## src/rtl/ifu_pkg.sv

```systemverilog
`default_nettype none
// ============================================================================
// ifu_pkg : shared FSM encoding, instruction sizing and immediate helpers
// Rev 1.0
// ============================================================================
package ifu_pkg;

  typedef enum logic [0:0] {
    ST_FETCH = 1'b0,
    ST_HOLD  = 1'b1
  } ifu_state_e;

  localparam int unsigned INSTR_BYTES = 4;

  localparam int IMM26_HI = 25;
  localparam int IMM26_LO = 0;
  localparam int IMM19_HI = 23;
  localparam int IMM19_LO = 5;
  localparam int OPC_HI   = 31;
  localparam int OPC_LO   = 21;

  // Word-granular immediates become signed byte offsets.
  function automatic logic [63:0] sext_imm26(input logic [25:0] imm);
    return {{36{imm[25]}}, imm, 2'b00};
  endfunction

  function automatic logic [63:0] sext_imm19(input logic [18:0] imm);
    return {{43{imm[18]}}, imm, 2'b00};
  endfunction

endpackage
`default_nettype wire

```

## src/rtl/branch_target_gen.sv

```systemverilog
`default_nettype none
// ============================================================================
// branch_target_gen : combinational next-PC from held PC, word and branch info
// Rev 1.0
// ============================================================================
module branch_target_gen
  import ifu_pkg::*;
(
  input  logic [63:0] InstrPC,
  input  logic [31:0] Instruction,
  input  logic        Uncondbranch,
  input  logic        Taken,
  output logic [63:0] NextPC
);

  logic [63:0] offset;
  logic        unused_instr_hi;

  // Opcode bits never contribute to the target.
  assign unused_instr_hi = ^Instruction[31:26];

  always_comb begin
    offset = Uncondbranch ? sext_imm26(Instruction[IMM26_HI:IMM26_LO])
                          : sext_imm19(Instruction[IMM19_HI:IMM19_LO]);
    NextPC = Taken ? (InstrPC + offset) : (InstrPC + 64'(INSTR_BYTES));
  end

endmodule
`default_nettype wire

```

## src/rtl/instruction_fetch_unit.sv

```systemverilog
`default_nettype none
// ============================================================================
// instruction_fetch_unit : PC, fetch handshake and instruction hold register.
// Optional retire/taken counters built when IFU_PERF_COUNT_EN is defined.
// Rev 1.0
// ============================================================================
module instruction_fetch_unit
  import ifu_pkg::*;
#(
  parameter logic [63:0] RESET_PC = 64'h0000_0000_0000_0000
) (
  input  logic        CLK,
  input  logic        Reset,
  output logic        ImemReq,
  output logic [63:0] ImemAddr,
  input  logic        ImemRespValid,
  input  logic [31:0] ImemRdata,
  output logic        InstrValid,
  output logic [31:0] Instruction,
  output logic [10:0] Opcode,
  output logic [63:0] InstrPC,
  input  logic        InstrAccept,
  input  logic        Branch,
  input  logic        Uncondbranch,
  input  logic        Zero,
  output logic [31:0] InstrCount,
  output logic [31:0] TakenCount
);

  ifu_state_e  state_q, state_d;
  logic [63:0] pc_q, pc_d;
  logic [31:0] instr_q, instr_d;
  logic [63:0] instr_pc_q, instr_pc_d;
  logic [63:0] next_pc;
  logic        taken;

  assign taken = Uncondbranch | (Branch & Zero);

  branch_target_gen u_btg (
    .InstrPC      (instr_pc_q),
    .Instruction  (instr_q),
    .Uncondbranch (Uncondbranch),
    .Taken        (taken),
    .NextPC       (next_pc)
  );

  always_comb begin
    state_d    = state_q;
    pc_d       = pc_q;
    instr_d    = instr_q;
    instr_pc_d = instr_pc_q;
    case (state_q)
      ST_FETCH: begin
        if (ImemRespValid) begin
          state_d    = ST_HOLD;
          instr_d    = ImemRdata;
          instr_pc_d = pc_q;
        end
      end
      ST_HOLD: begin
        if (InstrAccept) begin
          state_d = ST_FETCH;
          pc_d    = next_pc;
        end
      end
      default: state_d = ST_FETCH;
    endcase
  end

  always_ff @(posedge CLK) begin
    if (Reset) begin
      state_q    <= ST_FETCH;
      pc_q       <= RESET_PC;
      instr_q    <= 32'd0;
      instr_pc_q <= 64'd0;
    end else begin
      state_q    <= state_d;
      pc_q       <= pc_d;
      instr_q    <= instr_d;
      instr_pc_q <= instr_pc_d;
    end
  end

  // Reset gates the handshake outputs within the same cycle.
  assign ImemReq     = ~Reset & (state_q == ST_FETCH);
  assign InstrValid  = ~Reset & (state_q == ST_HOLD);
  assign ImemAddr    = pc_q;
  assign Instruction = instr_q;
  assign Opcode      = instr_q[OPC_HI:OPC_LO];
  assign InstrPC     = instr_pc_q;

`ifdef IFU_PERF_COUNT_EN
  logic [31:0] instr_count_q, instr_count_d;
  logic [31:0] taken_count_q, taken_count_d;
  logic        retire;

  assign retire = (state_q == ST_HOLD) & InstrAccept;

  always_comb begin
    instr_count_d = instr_count_q;
    taken_count_d = taken_count_q;
    if (retire) begin
      instr_count_d = instr_count_q + 32'd1;
      if (taken) taken_count_d = taken_count_q + 32'd1;
    end
  end

  always_ff @(posedge CLK) begin
    if (Reset) begin
      instr_count_q <= 32'd0;
      taken_count_q <= 32'd0;
    end else begin
      instr_count_q <= instr_count_d;
      taken_count_q <= taken_count_d;
    end
  end

  assign InstrCount = instr_count_q;
  assign TakenCount = taken_count_q;
`else
  assign InstrCount = 32'd0;
  assign TakenCount = 32'd0;
`endif

endmodule
`default_nettype wire

```

## config.mk

```make
export PLATFORM = sky130hd
export DESIGN_NAME = instruction_fetch_unit
export DESIGN_NICKNAME = d
export VERILOG_FILES = /design/src/rtl/ifu_pkg.sv /design/src/rtl/branch_target_gen.sv /design/src/rtl/instruction_fetch_unit.sv
export SDC_FILE = /design/constraint.sdc
export NUM_CORES = 1
export LEC_CHECK = 0
export BUFFER_PORTS_ARGS = -buffer_cell sky130_fd_sc_hd__buf_2
export CAP_MARGIN = 20
export CORE_MARGIN = 4
export CORE_UTILIZATION = 55
export CTS_BUF_LIST = sky130_fd_sc_hd__clkbuf_8
export CTS_CLUSTER_DIAMETER = 150
export DETAILED_ROUTE_END_ITERATION = 10
export PLACE_DENSITY = 0.95
export SLEW_MARGIN = 5
export SYNTH_ARGS = -nofsm -noshare
export SYNTH_HDL_FRONTEND = slang
export SYNTH_SLANG_ARGS = --single-unit
```

## constraint.sdc

```tcl
create_clock -name CLK -period 5.7 [get_ports CLK]
set_input_delay 0.285 -clock CLK [delete_from_list [all_inputs] [get_ports CLK]]
set_output_delay 0.285 -clock CLK [all_outputs]
set_load 0.01 [all_outputs]
```

==> results of run 1 <==
## through the flow
| step | hold WS (ns) | utilization | power [uW] | setup slack [ns] | cell area (um^2) |
|---|---|---|---|---|---|
| 2_1_floorplan | 0.4210 | - | 1483 | 0.7279 | 10150 |
| 3_3_place_gp | 0.4522 | 0.6097 | 1549 | 1.152 | 10660 |
| 3_5_place_dp | 0.4562 | 0.6097 | 1554 | 1.077 | 10660 |
| 4_1_cts | 0.02108 | 0.6337 | 2444 | 1.389 | 11070 |
| 5_1_grt | 0.01780 | 0.6357 | 2547 | 0.9410 | 11110 |
| 6_report | 0.04047 | 0.6357 | 2443 | 1.363 | 11110 |
## critical path, stage by stage, from the launching register on
cell and delay (ns):
dfxtp_1 0.40, a31oi_1 0.25, a21oi_2 0.62, buf_4 0.43
ha_1 0.36, a21oi_1 0.20, o21bai_1 0.11, a21oi_1 0.20
nand2_1 0.07, nand4b_1 0.21, a311oi_1 0.48, o21ai_2 0.17
a31oi_1 0.37, or4_1 0.16, o311ai_0 0.12
## power groups by stage
stage	Clock [uW]	Sequential [uW]	Combinational, uW
2_1_floorplan	0	1210	268
3_3_place_gp	0	1210	340
3_5_place_dp	0	1210	344
4_1_cts	914	1180	346
5_1_grt	966	1190	393
6_report	904	1180	355
## final cells by class
| cell class | instances | area [um^2] | share of cell area |
|---|---|---|---|
| Multi-Input combinational cell | 1052 | 5946 | 0.5352 |
| Sequential cell | 161 | 3223 | 0.2901 |
| Timing Repair Buffer | 221 | 1154 | 0.1038 |
| Tap cell | 225 | 281.5 | 0.02534 |
| Clock buffer | 17 | 234.0 | 0.02106 |
| Clock inverter | 15 | 185.2 | 0.01667 |
| Inverter | 23 | 86.33 | 0.007771 |
## cell usage in the layout, fill, tap and decap left out, types with 6 or more instances in the layout
| cell | n |
|---|---|
| buf_4 | 10 |
| a21o_1 | 39 |
| a21oi_1 | 226 |
| nand3_1 | 24 |
| ha_1 | 61 |
| xnor2_1 | 31 |
| clkbuf_8 | 17 |
| dfxtp_1 | 161 |
| o21ai_0 | 47 |
| a22o_1 | 16 |
| o21a_1 | 6 |
| xor2_1 | 21 |
| nor2_1 | 36 |
| nand4_1 | 15 |
| inv_1 | 22 |
| o21bai_1 | 12 |
| nand2_1 | 332 |
| inv_6 | 6 |
| nor3_1 | 9 |
| buf_2 | 210 |
| nor2b_1 | 10 |
| a31oi_1 | 11 |
| and2_1 | 6 |
| conb_1 | 64 |
## final timing paths
| check | start | end | cells past startpoint |
|---|---|---|---|
| worst min-delay path | ImemRdata[17] | Instruction[17] | 3 |
| worst min register to register | ImemAddr[27] | ImemAddr[27] | 2 |
| worst max-delay path | Instruction[23] | ImemAddr[54] | 14 |
| worst max register to register | Instruction[23] | ImemAddr[54] | 14 |
## kinds of logic (layout without fill, tap and decap cells)
kind of cell | after synthesis | after routing
multiplexers | 1 | 1
adder cells (fa/ha/maj) | 62 | 62
AO/OA/AOI/OAI | 405 | 405
flip-flops | 161 | 161
AND/OR/NAND/NOR | 468 | 468
other | 1 | 64
buffers and inverters | 186 | 276
XOR/XNOR | 52 | 52
## flip-flops by register name (all words and copies together) (netlist names)
name         flops
ImemAddr        64
InstrPC         64
Instruction     32
state_q          1
## cells in the mapped netlist, types with 16 or more instances
cell type  count  area share
a21o_1        39       0.030
xor2_1        21       0.019
inv_1         22      0.0083
nor2_1        36       0.014
dfxtp_1      161        0.33
xnor2_1       31       0.027
nand2_1      333        0.13
nand3_1       24       0.012
ha_1          61       0.077
buf_4         78       0.059
clkbuf_1      65       0.025
a21oi_1      227        0.11
o21ai_0       47       0.024
a22o_1        16       0.014
## layer usage
| layer | up-vias | GRT usage | routed length, um |
|---|---|---|---|
| met3 | 44 | 0.05880 | 2414 |
| met4 | 0 | 0.06364 | 416 |
| li1 | 4773 | - | - |
| met5 | - | 0 | 0 |
| met1 | 4510 | 0.3538 | 11910 |
| met2 | 475 | 0.4542 | 13280 |
==> flow_summary.json, run 1 <==
{
  "start_util": 0.5672,
  "seqPwrFrac": 0.485,
  "drt-initial-drc-count": 983,
  "power_density_nw_per_um2": 219.9,
  "slew_headroom": 0.2955,
  "clkPwrFrac": 0.370,
  "yosysUniqueCellTypes": 69,
  "coreArea_um2": 17480,
  "end_kind": "flop",
  "insertion_delay_ns": 0.47,
  "routed_via_density": 5.719,
  "critPathKind": "flop to flop",
  "p_switching_uw": 762.8,
  "synth-async-reset-ratio": 0,
  "clkTransAtPathRegs_ns": 0.10,
  "wl_per_cell_um": 16.35,
  "grtUsageTotal": 0.2694,
  "die_y_um": 142.2,
  "crit_arrival_ns": 4.65,
  "synth_mux_area_frac": 0.001010,
  "p_sw_frac": 0.3123,
  "ir_drop_mv": 0.1955,
  "drc": 0,
  "netlist_area_um2": 9912,
  "synth_edf_count": 0,
  "fin_setup_tns_ns": 0,
  "dieArea_um2": 20230,
  "synth_fa_ha_area_frac": 0.07902,
  "firstDrtPassIters": 5,
  "ys_ff_latch": 161,
  "timing.fmax_ghz": 0.2306,
  "rows": 48,
  "post_cts_buffers": 0,
  "layout-drive-gt1-share": 0.1820,
  "io_pins": 276,
  "synth_seq_area_share": 0.3252,
  "p_comb_frac": 0.145,
  "worstMarginPinSlew_ns": 1.057,
  "placedCellCount": 1680,
  "grt_max_degree": 98,
  "n_antenna_cell": 0,
  "skew_ns": 0.01287,
  "power.leakage_uw": 0.005168,
  "clock-sinks": 161,
  "min_period_ns": 4.337,
  "crit_fanout": 24,
  "synth_top_family_by_area": "compound AO/OA/AOI/OAI gates",
  "hp-class": "input pin to flop",
  "synth_xor_area_frac": 0.04595,
  "num-fill-cells": 1474,
  "grt_pass1_vias": 8887,
  "drt-total-wl_mm": 28.02,
  "synth_warnings": 0,
  "clock_path_buffers": 2,
  "slew_viol_final": 0,
  "cts_root_buf": "clkbuf_8",
  "instances_no_fill": 1714,
  "maxCapViolations": 0,
  "critPathRequiredTime_ns": 6.01,
  "syn_to_final_growth_pct": 12.08,
  "antenna_found_initial": 0,
  "synth_ff_type": "dfxtp_1",
  "vias": 9802,
  "htreeDepth": 4,
  "routabilityCongestion": 0.9212,
  "status": "completed",
  "rsz0062_at_grt": "no",
  "r2r_slack_ns": 1.36,
  "nets": 1577,
  "synthSimpleGateAreaFrac": 0.2017,
  "synth_compound_area_frac": 0.2456,
  "post-dp-hpwl_mm": 20.51,
  "portBuffers": 211,
  "hold_viol": 0,
  "cts_tree": "yes",
  "period_share": 0.7609,
  "cp-start-kind": "flop",
  "postSynthAreaPerCell_um2": 7.419,
  "cts_made_buffers": 17,
  "p_int_uw": 1680,
  "syn_inst": 1336,
  "grt_pass1_wl_mm": 44.91,
  "antenna_left": 0,
  "overflow": 0,
  "die-width_um": 142.2,
  "hold_buffers": 0,
  "setup_viol": 0,
  "cts_resized": 0
}
Power figures use the tool's default switching activity.
==> run 2: changes to the inputs <==
--- a/config.mk
+++ b/config.mk
@@ -5,6 +5,7 @@
 export SDC_FILE = /design/constraint.sdc
 export NUM_CORES = 1
 export LEC_CHECK = 0
+export ABC_AREA = 1
 export BUFFER_PORTS_ARGS = -buffer_cell sky130_fd_sc_hd__buf_2
 export CAP_MARGIN = 20
 export CORE_MARGIN = 4
@@ -12,7 +13,7 @@
 export CTS_BUF_LIST = sky130_fd_sc_hd__clkbuf_8
 export CTS_CLUSTER_DIAMETER = 150
 export DETAILED_ROUTE_END_ITERATION = 10
-export PLACE_DENSITY = 0.95
+export PLACE_DENSITY = 0.93
 export SLEW_MARGIN = 5
 export SYNTH_ARGS = -nofsm -noshare
 export SYNTH_HDL_FRONTEND = slang
==> constraint.sdc (replaced) <==
create_clock -name CLK -period 4.4 [get_ports CLK]
set_input_delay 0.22 -clock CLK [delete_from_list [all_inputs] [get_ports CLK]]
set_output_delay 0.22 -clock CLK [all_outputs]
set_load 0.01 [all_outputs]
==> run 2 against run 1 <==
  * Global-route usage rose by 5.2 points
  * Largest power group unchanged
  * Highest routed layer unchanged
  * Clock skew rose by 0.010 ns
  * Hold slack got worse by 0.011 ns
  * Final area rose by 24%
  * Die area rose by 21%
  * Critical path depth rose by 4
  * Sequential power rose by 41%
  * Fmax rose by 14%
  * Routed wire length rose by 45%
  * Core utilization barely moved
==> flow_summary.json, run 2 <==
{
  "status": "completed",
  "firstDrtPassIters": 5,
  "wl_per_cell_um": 15.72,
  "netlist_area_um2": 12150,
  "clkTransAtPathRegs_ns": 0.11,
  "power.leakage_uw": 0.008192,
  "synth_edf_count": 0,
  "skew_ns": 0.02284,
  "min_period_ns": 3.800,
  "post-dp-hpwl_mm": 31.24,
  "nets": 2385,
  "cts_root_buf": "clkbuf_8",
  "netlist_top_cells_count": "614 x nand2_1, 400 x inv_1, 230 x nor2_1, 161 x dfxtp_1, 144 x o21ai_0",
  "grt_pass1_wl_mm": 63.14,
  "postSynthAreaPerCell_um2": 5.829,
  "synth_top_area_share": 0.2653,
  "routabilityCongestion": 1.003,
  "die_y_um": 156.6,
  "hold_viol": 0,
  "fin_ws_ns": 0.5999,
  "hp-class": "input pin to flop",
  "crit_fanout": 20,
  "io_pins": 276,
  "drt-initial-drc-count": 1375,
  "slowest_delay_ns": 0.67,
  "rsz0062_at_grt": "no",
  "final_common_cell": "nand2_1",
  "drt-total-wl_mm": 40.51,
  "worstMarginPinSlew_ns": 0.9879,
  "path_cells": "inv_1, o21ai_0, o21ai_0, inv_1, buf_4, ha_1, nand2_1, inv_1, nand2_1, nand3_1, a21oi_1, nand2_1, a21oi_1, nand2_1, nand2_1, nand3_1, nand2_1, inv_1",
  "slew_headroom": 0.3414,
  "grt_pass1_vias": 12140,
  "insertion_delay_ns": 0.49,
  "layout_common_cells": "613 x nand2_1, 398 x inv_1, 230 x nor2_1",
  "yosys.area.top_type": "dfxtp_1",
  "path_common_cell": "nand2_1",
  "vias": 13370,
  "rows": 54,
  "clock-sinks": 161,
  "synth-async-reset-ratio": 0,
  "maxCapViolations": 0,
  "fin_setup_tns_ns": 0,
  "htreeDepth": 4,
  "antenna_found_initial": 0,
  "critPathSlowestCell": "inv_1",
  "grtUsageTotal": 0.3218,
  "synthTopCellsByArea": "dfxtp_1 27%, nand2_1 19%, inv_1 12%",
  "yosysUniqueCellTypes": 35,
  "cts_tree": "yes",
  "antenna_left": 0,
  "drc": 0,
  "period_share": 0.8637,
  "routed_via_density": 5.188,
  "slew_viol_final": 0,
  "syn_to_final_growth_pct": 13.80,
  "power_density_nw_per_um2": 289.3,
  "critPathRequiredTime_ns": 4.80,
  "timing.fmax_ghz": 0.2631,
  "ys_ff_latch": 161,
  "num-fill-cells": 2072,
  "critPathBufInv": 5,
  "end_kind": "flop",
  "n_antenna_cell": 0,
  "pre_cts_ws_ns": 0.4603,
  "ir_drop_mv": 0.2092,
  "overflow": 0,
  "critPathKind": "flop to flop",
  "start_util": 0.5583,
  "layout-drive-gt1-share": 0.1380,
  "dieArea_um2": 24530,
  "grt_max_degree": 81,
  "cp-start-kind": "flop",
  "crit_family": "compound AO/OA/AOI/OAI gates",
  "synth_ff_type": "dfxtp_1",
  "yosysMostFrequentCell": "nand2_1",
  "portBuffers": 211,
  "coreArea_um2": 21760,
  "setup_viol": 0,
  "post_cts_buffers": 0,
  "synth_seq_area_share": 0.2653,
  "cts_made_buffers": 17,
  "crit_arrival_ns": 4.20,
  "die-width_um": 156.6,
  "synth_warnings": 0,
  "clock_path_buffers": 2,
  "syn_inst": 2084
}
-- run 2: cell count changes in the layout (fill, tap and decap cells not counted), moves of 38 or more --
cell	change
a21oi_1	-85
a21o_1	-38
nand3_1	+57
o21ai_0	+97
nor2_1	+194
inv_1	+376
nand2_1	+281
-- run 2: routing by layer --
metal / share of wire / GRT usage
met5: 0 / 0
met4: 0.035 / 0.1211
met3: 0.099 / 0.04840
met2: 0.43 / 0.4994
met1: 0.43 / 0.4527
-- run 2: worst paths after layout --
check	from	end	slack, ns	cells past startpoint
worst max register to register	Instruction[23]	ImemAddr[56]	0.60	18
worst max-delay path	Instruction[23]	ImemAddr[56]	0.60	18
worst min-delay path	ImemRdata[5]	Instruction[5]	0.03	3
worst min register to register	ImemAddr[46]	InstrPC[46]	0.47	2
-- run 2: cell type report --
cell class | count | area (um^2) | share of cell area
flip-flops and latches | 161 | 3223 | 0.2332
multi-input cells | 1447 | 6848 | 0.4954
inverters | 408 | 1531 | 0.1108
clock buffers | 17 | 234.0 | 0.01693
clock inverters | 15 | 205.2 | 0.01484
repair buffers | 249 | 1431 | 0.1035
well taps | 280 | 350.3 | 0.02534
-- run 2: worst reg2reg max path, stage by stage, from the launching register on --
cell and delay [ns]:
dfxtp_1 0.37, inv_1 0.11, o21ai_0 0.26, o21ai_0 0.22, inv_1 0.67, buf_4 0.29, ha_1 0.29, nand2_1 0.13
inv_1 0.05, nand2_1 0.06, nand3_1 0.12, a21oi_1 0.32, nand2_1 0.08, a21oi_1 0.38, nand2_1 0.11, nand2_1 0.08
nand3_1 0.06, nand2_1 0.10, inv_1 0.04
-- run 2: stage by stage --
stage          hold slack (ns)  total power (uW)  cell area [um^2]  utilization  std cells
2_1_floorplan           0.3549              2441             12380            -       2147
3_3_place_gp            0.4407              2733             13070       0.6009       2514
3_5_place_dp            0.4447              2758             13070       0.6009       2514
4_1_cts                0.01119              3985             13820       0.6354       2577
5_1_grt                0.04170              4192             13820       0.6354       2577
6_report               0.02926              3999             13820       0.6354       2577
-- run 2: cells by family after synthesis --
kind of cell             count (synthesis)  synth area share
XOR/XNOR                                19           0.01370
adder cells (fa/ha/maj)                 62           0.06448
buffers and inverters                  539            0.1910
AND/OR/NAND/NOR                        999            0.3384
other                                    1         0.0003087
flip-flops                             161            0.2653
AO/OA/AOI/OAI                          303            0.1268
-- run 2: power breakdown --
group	switching (uW)	internal (uW)
clock network	723	498
logic	742	372
registers	97.8	1560
total	1560	2440
-- run 2: repair_timing --
item | in CTS | in global routing
hold buffers | 31 | 0
hold endpoints to repair | 31 | 0
resized for setup | 0 | 0
